### src/rtl/conv_pkg.sv
// Shared constants and stream-state encoding for the convolution pixel path
// (pad streamer and 3x3 convolution core).
package conv_pkg;

    localparam int PIXEL_DATAW  = 8;
    localparam int IMAGE_WIDTH  = 512;
    localparam int PADDED_WIDTH = IMAGE_WIDTH + 2;

    typedef enum logic [2:0] {
        IDLE   = 3'd0,
        TOP    = 3'd1,
        LEFT   = 3'd2,
        BODY   = 3'd3,
        RIGHT  = 3'd4,
        BOTTOM = 3'd5
    } stream_state_t;

endpackage

### src/rtl/conv_pad_streamer_if.sv
// Valid/ready pixel stream bundle: upstream raw pixels in, padded pixels out.
// The master side drives the raw pixels and the downstream ready.
interface conv_pad_streamer_if #(
    parameter int DATAW = conv_pkg::PIXEL_DATAW
);
    logic             i_valid;
    logic [DATAW-1:0] i_x;
    logic             i_last;
    logic             o_ready;
    logic             i_ready;
    logic             o_valid;
    logic [DATAW-1:0] o_x;
    logic             o_frame_done;

    modport master (
        output i_valid, i_x, i_last, i_ready,
        input  o_ready, o_valid, o_x, o_frame_done
    );

    modport slave (
        input  i_valid, i_x, i_last, i_ready,
        output o_ready, o_valid, o_x, o_frame_done
    );
endinterface

### src/rtl/pix_out_reg.sv
// Single-entry output register of the padded stream; refills whenever it is
// empty or being drained, and carries an end-of-frame tag with the pixel.
module pix_out_reg #(
    parameter int DATAW = 8
) (
    input  logic             clk,
    input  logic             reset,
    input  logic             load,
    input  logic [DATAW-1:0] load_x,
    input  logic             load_tag,
    input  logic             i_ready,
    output logic             o_valid,
    output logic [DATAW-1:0] o_x,
    output logic             o_tag,
    output logic             can_load
);
    logic             valid_r;
    logic [DATAW-1:0] x_r;
    logic             tag_r;

    assign can_load = !valid_r || i_ready;
    assign o_valid  = valid_r;
    assign o_x      = x_r;
    assign o_tag    = tag_r;

    // Output register: pixel data holds unless a new pixel is loaded.
    always_ff @(posedge clk) begin
        if (reset) begin
            valid_r <= 1'b0;
            x_r     <= '0;
            tag_r   <= 1'b0;
        end else if (can_load) begin
            valid_r <= load;
            tag_r   <= load && load_tag;
            if (load) begin
                x_r <= load_x;
            end
        end
    end
endmodule

### src/rtl/conv_pad_streamer.sv
// Zero-pad streamer: surrounds a raw image with one zero row above/below and
// one zero column left/right, producing rows of WIDTH+2 pixels.
module conv_pad_streamer
    import conv_pkg::*;
#(
    parameter int WIDTH = IMAGE_WIDTH,
    parameter int DATAW = PIXEL_DATAW
) (
    input  logic               clk,
    input  logic               reset,
    conv_pad_streamer_if.slave bus
);
    localparam int PAD_W = WIDTH + 2;
    localparam int COL_W = $clog2(PAD_W);
    localparam logic [COL_W-1:0] COL_PAD_LAST  = COL_W'(PAD_W - 1);
    localparam logic [COL_W-1:0] COL_BODY_LAST = COL_W'(WIDTH - 1);
    localparam logic [COL_W-1:0] COL_ONE       = COL_W'(1);

    stream_state_t    state_r;
    stream_state_t    state_nxt_s;
    logic [COL_W-1:0] col_r;
    logic [COL_W-1:0] col_nxt_s;
    logic             last_row_r;
    logic             last_row_nxt_s;
    logic             load_s;
    logic [DATAW-1:0] load_x_s;
    logic             load_tag_s;
    logic             ready_s;
    logic             can_load_s;
    logic             out_valid_s;
    logic [DATAW-1:0] out_x_s;
    logic             out_tag_s;

    // State, column counter and last-row flag registers.
    always_ff @(posedge clk) begin
        if (reset) begin
            state_r    <= IDLE;
            col_r      <= '0;
            last_row_r <= 1'b0;
        end else begin
            state_r    <= state_nxt_s;
            col_r      <= col_nxt_s;
            last_row_r <= last_row_nxt_s;
        end
    end

    // Next-state logic and output-register load selection.
    always_comb begin
        state_nxt_s    = state_r;
        col_nxt_s      = col_r;
        last_row_nxt_s = last_row_r;
        load_s         = 1'b0;
        load_x_s       = '0;
        load_tag_s     = 1'b0;
        ready_s        = 1'b0;
        case (state_r)
            IDLE: begin
                // The pixel that wakes us is left in place; it is consumed in BODY.
                if (bus.i_valid) begin
                    state_nxt_s = TOP;
                    col_nxt_s   = '0;
                end else begin
                    state_nxt_s = IDLE;
                end
            end
            TOP: begin
                if (can_load_s) begin
                    load_s = 1'b1;
                    if (col_r == COL_PAD_LAST) begin
                        state_nxt_s = LEFT;
                        col_nxt_s   = '0;
                    end else begin
                        col_nxt_s = col_r + COL_ONE;
                    end
                end else begin
                    col_nxt_s = col_r;
                end
            end
            LEFT: begin
                if (can_load_s) begin
                    load_s      = 1'b1;
                    state_nxt_s = BODY;
                    col_nxt_s   = '0;
                end else begin
                    state_nxt_s = LEFT;
                end
            end
            BODY: begin
                ready_s = can_load_s;
                if (bus.i_valid && can_load_s) begin
                    load_s   = 1'b1;
                    load_x_s = bus.i_x;
                    if (col_r == COL_BODY_LAST) begin
                        state_nxt_s    = RIGHT;
                        col_nxt_s      = '0;
                        last_row_nxt_s = bus.i_last;
                    end else begin
                        col_nxt_s = col_r + COL_ONE;
                    end
                end else begin
                    col_nxt_s = col_r;
                end
            end
            RIGHT: begin
                if (can_load_s) begin
                    load_s      = 1'b1;
                    col_nxt_s   = '0;
                    state_nxt_s = last_row_r ? BOTTOM : LEFT;
                end else begin
                    state_nxt_s = RIGHT;
                end
            end
            BOTTOM: begin
                if (can_load_s) begin
                    load_s = 1'b1;
                    if (col_r == COL_PAD_LAST) begin
                        load_tag_s     = 1'b1;
                        state_nxt_s    = IDLE;
                        col_nxt_s      = '0;
                        last_row_nxt_s = 1'b0;
                    end else begin
                        col_nxt_s = col_r + COL_ONE;
                    end
                end else begin
                    col_nxt_s = col_r;
                end
            end
            default: begin
                state_nxt_s    = IDLE;
                col_nxt_s      = '0;
                last_row_nxt_s = 1'b0;
            end
        endcase
    end

    pix_out_reg #(.DATAW(DATAW)) u_pix_out_reg (
        .clk      (clk),
        .reset    (reset),
        .load     (load_s),
        .load_x   (load_x_s),
        .load_tag (load_tag_s),
        .i_ready  (bus.i_ready),
        .o_valid  (out_valid_s),
        .o_x      (out_x_s),
        .o_tag    (out_tag_s),
        .can_load (can_load_s)
    );

    // Ready chains combinationally from downstream, as the core expects.
    assign bus.o_ready      = !reset && ready_s;
    assign bus.o_valid      = out_valid_s;
    assign bus.o_x          = out_x_s;
    assign bus.o_frame_done = out_tag_s && bus.i_ready;
endmodule
### src/flat_wrapper.sv
// flat-port wrapper written by rule: the top's interface ports become plain ports
module conv_pad_streamer_flat import conv_pkg::*;
#(
    parameter int WIDTH = IMAGE_WIDTH,
    parameter int DATAW = PIXEL_DATAW
)
  (clk, reset, bus_i_valid, bus_i_x, bus_i_last, bus_i_ready, bus_o_ready, bus_o_valid, bus_o_x, bus_o_frame_done);
  conv_pad_streamer_if #(.DATAW(DATAW)) bus_i ();
  input  logic clk;
  input  logic reset;
  input wire logic [$bits(bus_i.i_valid)-1:0] bus_i_valid;
  input wire logic [$bits(bus_i.i_x)-1:0] bus_i_x;
  input wire logic [$bits(bus_i.i_last)-1:0] bus_i_last;
  input wire logic [$bits(bus_i.i_ready)-1:0] bus_i_ready;
  output wire logic [$bits(bus_i.o_ready)-1:0] bus_o_ready;
  output wire logic [$bits(bus_i.o_valid)-1:0] bus_o_valid;
  output wire logic [$bits(bus_i.o_x)-1:0] bus_o_x;
  output wire logic [$bits(bus_i.o_frame_done)-1:0] bus_o_frame_done;
  assign bus_i.i_valid = bus_i_valid;
  assign bus_i.i_x = bus_i_x;
  assign bus_i.i_last = bus_i_last;
  assign bus_i.i_ready = bus_i_ready;
  assign bus_o_ready = bus_i.o_ready;
  assign bus_o_valid = bus_i.o_valid;
  assign bus_o_x = bus_i.o_x;
  assign bus_o_frame_done = bus_i.o_frame_done;
  conv_pad_streamer #(.WIDTH(WIDTH), .DATAW(DATAW)) u_core (.clk(clk), .reset(reset), .bus(bus_i));
endmodule
### config.mk
export PLATFORM = sky130hd
export DESIGN_NAME = conv_pad_streamer_flat
export DESIGN_NICKNAME = d
export VERILOG_FILES = /design/src/rtl/conv_pkg.sv /design/src/rtl/conv_pad_streamer_if.sv /design/src/rtl/pix_out_reg.sv /design/src/rtl/conv_pad_streamer.sv /design/src/flat_wrapper.sv
export SDC_FILE = /design/constraint.sdc
export NUM_CORES = 1
export LEC_CHECK = 0
export CELL_PAD_IN_SITES_DETAIL_PLACEMENT = 1
export CELL_PAD_IN_SITES_GLOBAL_PLACEMENT = 1
export CORE_MARGIN = 10
export CORE_UTILIZATION = 39
export DETAILED_ROUTE_END_ITERATION = 10
export PLACE_DENSITY_LB_ADDON = 0.1
export RECOVER_POWER = 100
export SYNTH_ARGS = -nofsm -noshare
export SYNTH_HDL_FRONTEND = slang
export SYNTH_SLANG_ARGS = --single-unit
### constraint.sdc
create_clock -name clk -period 2.4 [get_ports clk]
set_clock_uncertainty 0.05 [all_clocks]
set_input_delay 0.48 -clock clk [delete_from_list [all_inputs] [get_ports clk]]
set_output_delay 0.48 -clock clk [all_outputs]
set_load 0.005 [all_outputs]
==> impl_metrics.env <==
export IMPL_port_buffers=23
export IMPL_ys_types=49
export IMPL_synth_cells=170
export IMPL_ys_seq_area_share_pct=33.7
export IMPL_maxCapViolCount=0
export IMPL_ctsResizeCount=2
export IMPL_place_gp_congestion=0.806
export IMPL_placed_area_um2=1700
export IMPL_area_growth_pct=22.1
export IMPL_n_antenna_cell=0
export IMPL_cts_sinks=24
export IMPL_routed_via_density=5.69
export IMPL_status="finished clean"
export IMPL_fin_util_pct=50.5
export IMPL_r2r_cells=7
export IMPL_critPathArrivalTime_ns=1.65
export IMPL_grt_pass1_wl_um=6840
export IMPL_ys_ff_latch=24
export IMPL_track_usage_pct=13.1
export IMPL_hold_viol=0
export IMPL_postRouteWirelength_um=4100
export IMPL_cts_buffers=3
export IMPL_timing_hold_ws_ns=0.454
export IMPL_nets=209
export IMPL_max_freq_mhz=459
export IMPL_netlist_area_um2=1420
export IMPL_drt_pass1_iter_count=4
export IMPL_seqPwrFrac_pct=46.9
export IMPL_hold_buffers=0
export IMPL_vias=1359
export IMPL_criticalPathCategory="input port to output port"
export IMPL_cts_setup_buffers=0
export IMPL_place_ws_ns=0.00773
export IMPL_p_switching_mw=0.196
export IMPL_drc=0
export IMPL_die_w_um=80.4
export IMPL_fin_crit_ns=2.18
export IMPL_pwr_share_comb_pct=10.9
export IMPL_synth_main_ff_cell="dfxtp_1"
export IMPL_synth_avg_cell_area_um2=8.38
export IMPL_place_inst=235
export IMPL_setup_viol=0
export IMPL_fp_row_count=21
export IMPL_start_kind="input port"
export IMPL_fin_crit_sh_pct=90.8
export IMPL_die_y_um=80.4
export IMPL_power_density_nw_per_um2=496
export IMPL_htreeDepth=1
export IMPL_clk_pin_slew_worst_paths_ns=0.09
export IMPL_p_leak_nw=0.606
export IMPL_synth_edf_count=0
export IMPL_maxSlewViolCount=0
export IMPL_final_cells=239
export IMPL_hold_path_class="flop to flop"
export IMPL_slew_headroom_pct=26.7
export IMPL_cts_root_buf="clkbuf_8"
export IMPL_num_io_pins=24
export IMPL_core_area_um2=3440
export IMPL_post_route_cell_area_um2=1740
export IMPL_dieArea_um2=6470
export IMPL_p_sw_share_pct=22.7
export IMPL_first_global_vias=1407
export IMPL_grt_start_max_net_pins=26
export IMPL_total_power_mw=0.862
export IMPL_dp_hpwl_um=3110
export IMPL_cts_tree="built"
export IMPL_setup_ws_ns=0.220
export IMPL_critPathMaxFanout=3
export IMPL_first_iter_violations=68
export IMPL_worstSetupEndpointType="output port"
export IMPL_holdPathStages=2
export IMPL_max_vdd_ir_drop_uv=227
export IMPL_synth_nets=185
export IMPL_wl_per_cell_um=17.1
export IMPL_yosys_warnings=0
export IMPL_async_reset_ff_share_pct=0
export IMPL_setup_tns_ns=0
export IMPL_drive_above_1_share_pct=11.9
export IMPL_clk_latency_ns=0.27
export IMPL_p_int_mw=0.667
export IMPL_worstMarginPinSlew_ns=1.08
export IMPL_required_ns=1.87
export IMPL_start_util_pct=41.4
export IMPL_antenna_found_initial=0
export IMPL_postRouteAntennaNets=0
export IMPL_power_frac_clock_pct=42.2
export IMPL_rsz0062_at_grt="no"
export IMPL_clockBufferDepth=2
export IMPL_grt_overflow=0
==> state kept, by name, indices dropped and copies added (netlist names) <==
register                      flops
u_core.last_row_r                 1
u_core.col_r                     10
u_core.state_r                    3
u_core.u_pix_out_reg.o_valid      1
u_core.u_pix_out_reg.o_x          8
u_core.u_pix_out_reg.o_tag        1
==> power groups by stage <==
stage / Combinational [mW] / Clock, mW / Sequential [mW]
floorplan: 0.0558 / 0 / 0.414
global placement: 0.0953 / 0 / 0.414
detailed placement: 0.0983 / 0 / 0.414
CTS: 0.0986 / 0.369 / 0.405
global route: 0.103 / 0.388 / 0.406
finish: 0.0943 / 0.364 / 0.405
==> per-layer routing <==
| metal | wire [um] | part of all wire, % | GRT usage [%] |
|---|---|---|---|
| met3 | 173 | 4.2 | 3.56 |
| met2 | 1980 | 48 | 20.8 |
| met4 | 34 | 0.83 | 4.58 |
| met5 | 0 | 0 | 0 |
| met1 | 1910 | 47 | 16.6 |
==> cells by family after synthesis <==
logic type	Yosys count	share of synthesized area [%]
buf+inv	17	6.41
mux	1	0.703
compound gates	46	24.7
simple gates	80	32.7
flops	24	33.7
fa+ha+maj	2	1.76
==> layout make-up <==
type	instances	area, um2
Tap cell	46	57.6
Clock inverter	1	30.0
Fill cell	417	1700
Clock buffer	3	41.3
Inverter	4	15.0
Timing Repair Buffer	32	285
Multi-Input combinational cell	129	830
Sequential cell	24	480
==> worst max-delay path, cell delays in order <==
cell	delay, ns
clkdlybuf4s50_1	0.48
and2_1	0.12
dlygate4sd3_1	0.56
==> Yosys cell counts, types with 2 or more instances <==
master / count / area (um2)
nand4b_1: 3 / 26.3
buf_2: 6 / 30.0
nor4_2: 3 / 37.5
nor2_1: 16 / 60.1
nor3_1: 2 / 10.0
a41oi_1: 2 / 17.5
nand3b_1: 5 / 37.5
a221o_1: 2 / 20.0
inv_1: 4 / 15.0
o21a_1: 2 / 15.0
a22oi_1: 9 / 67.6
or2_2: 2 / 12.5
nand3_1: 12 / 60.1
buf_6: 2 / 22.5
a21oi_1: 7 / 35.0
nand2b_1: 2 / 12.5
o21ai_0: 6 / 30.0
or2b_4: 2 / 22.5
and3_1: 2 / 12.5
dfxtp_1: 24 / 480
a31oi_1: 7 / 43.8
nand2_1: 14 / 52.6
clkbuf_1: 2 / 7.51
ha_1: 2 / 25.0
o21ai_1: 2 / 10.0
nor2b_1: 5 / 31.3
nand4_1: 3 / 18.8
==> worst paths after layout <==
path | startpoint | end | slack (ns)
min reg2reg | u_core.u_pix_out_reg.o_x[0] | u_core.u_pix_out_reg.o_x[0] | 0.45
max | bus_i_ready | bus_o_frame_done | 0.22
min | u_core.u_pix_out_reg.o_x[0] | u_core.u_pix_out_reg.o_x[0] | 0.45
max reg2reg | u_core.col_r[0] | u_core.last_row_r | 0.37
==> cell usage in the layout (no fill, tap or decap), types with 3 or more instances in the layout <==
cell type         n
a21oi_1           7
a22oi_1           9
a31oi_1           7
buf_4             6
clkbuf_1          3
clkbuf_8          3
clkdlybuf4s50_1  12
dfxtp_1          24
dlygate4sd3_1    10
inv_1             4
nand2_1          14
nand3_1          13
nand3b_1          5
nand4_1           3
nand4b_1          3
nor2_1           16
nor2b_1           5
o21ai_0           7
(Power assumes the default switching activity.)
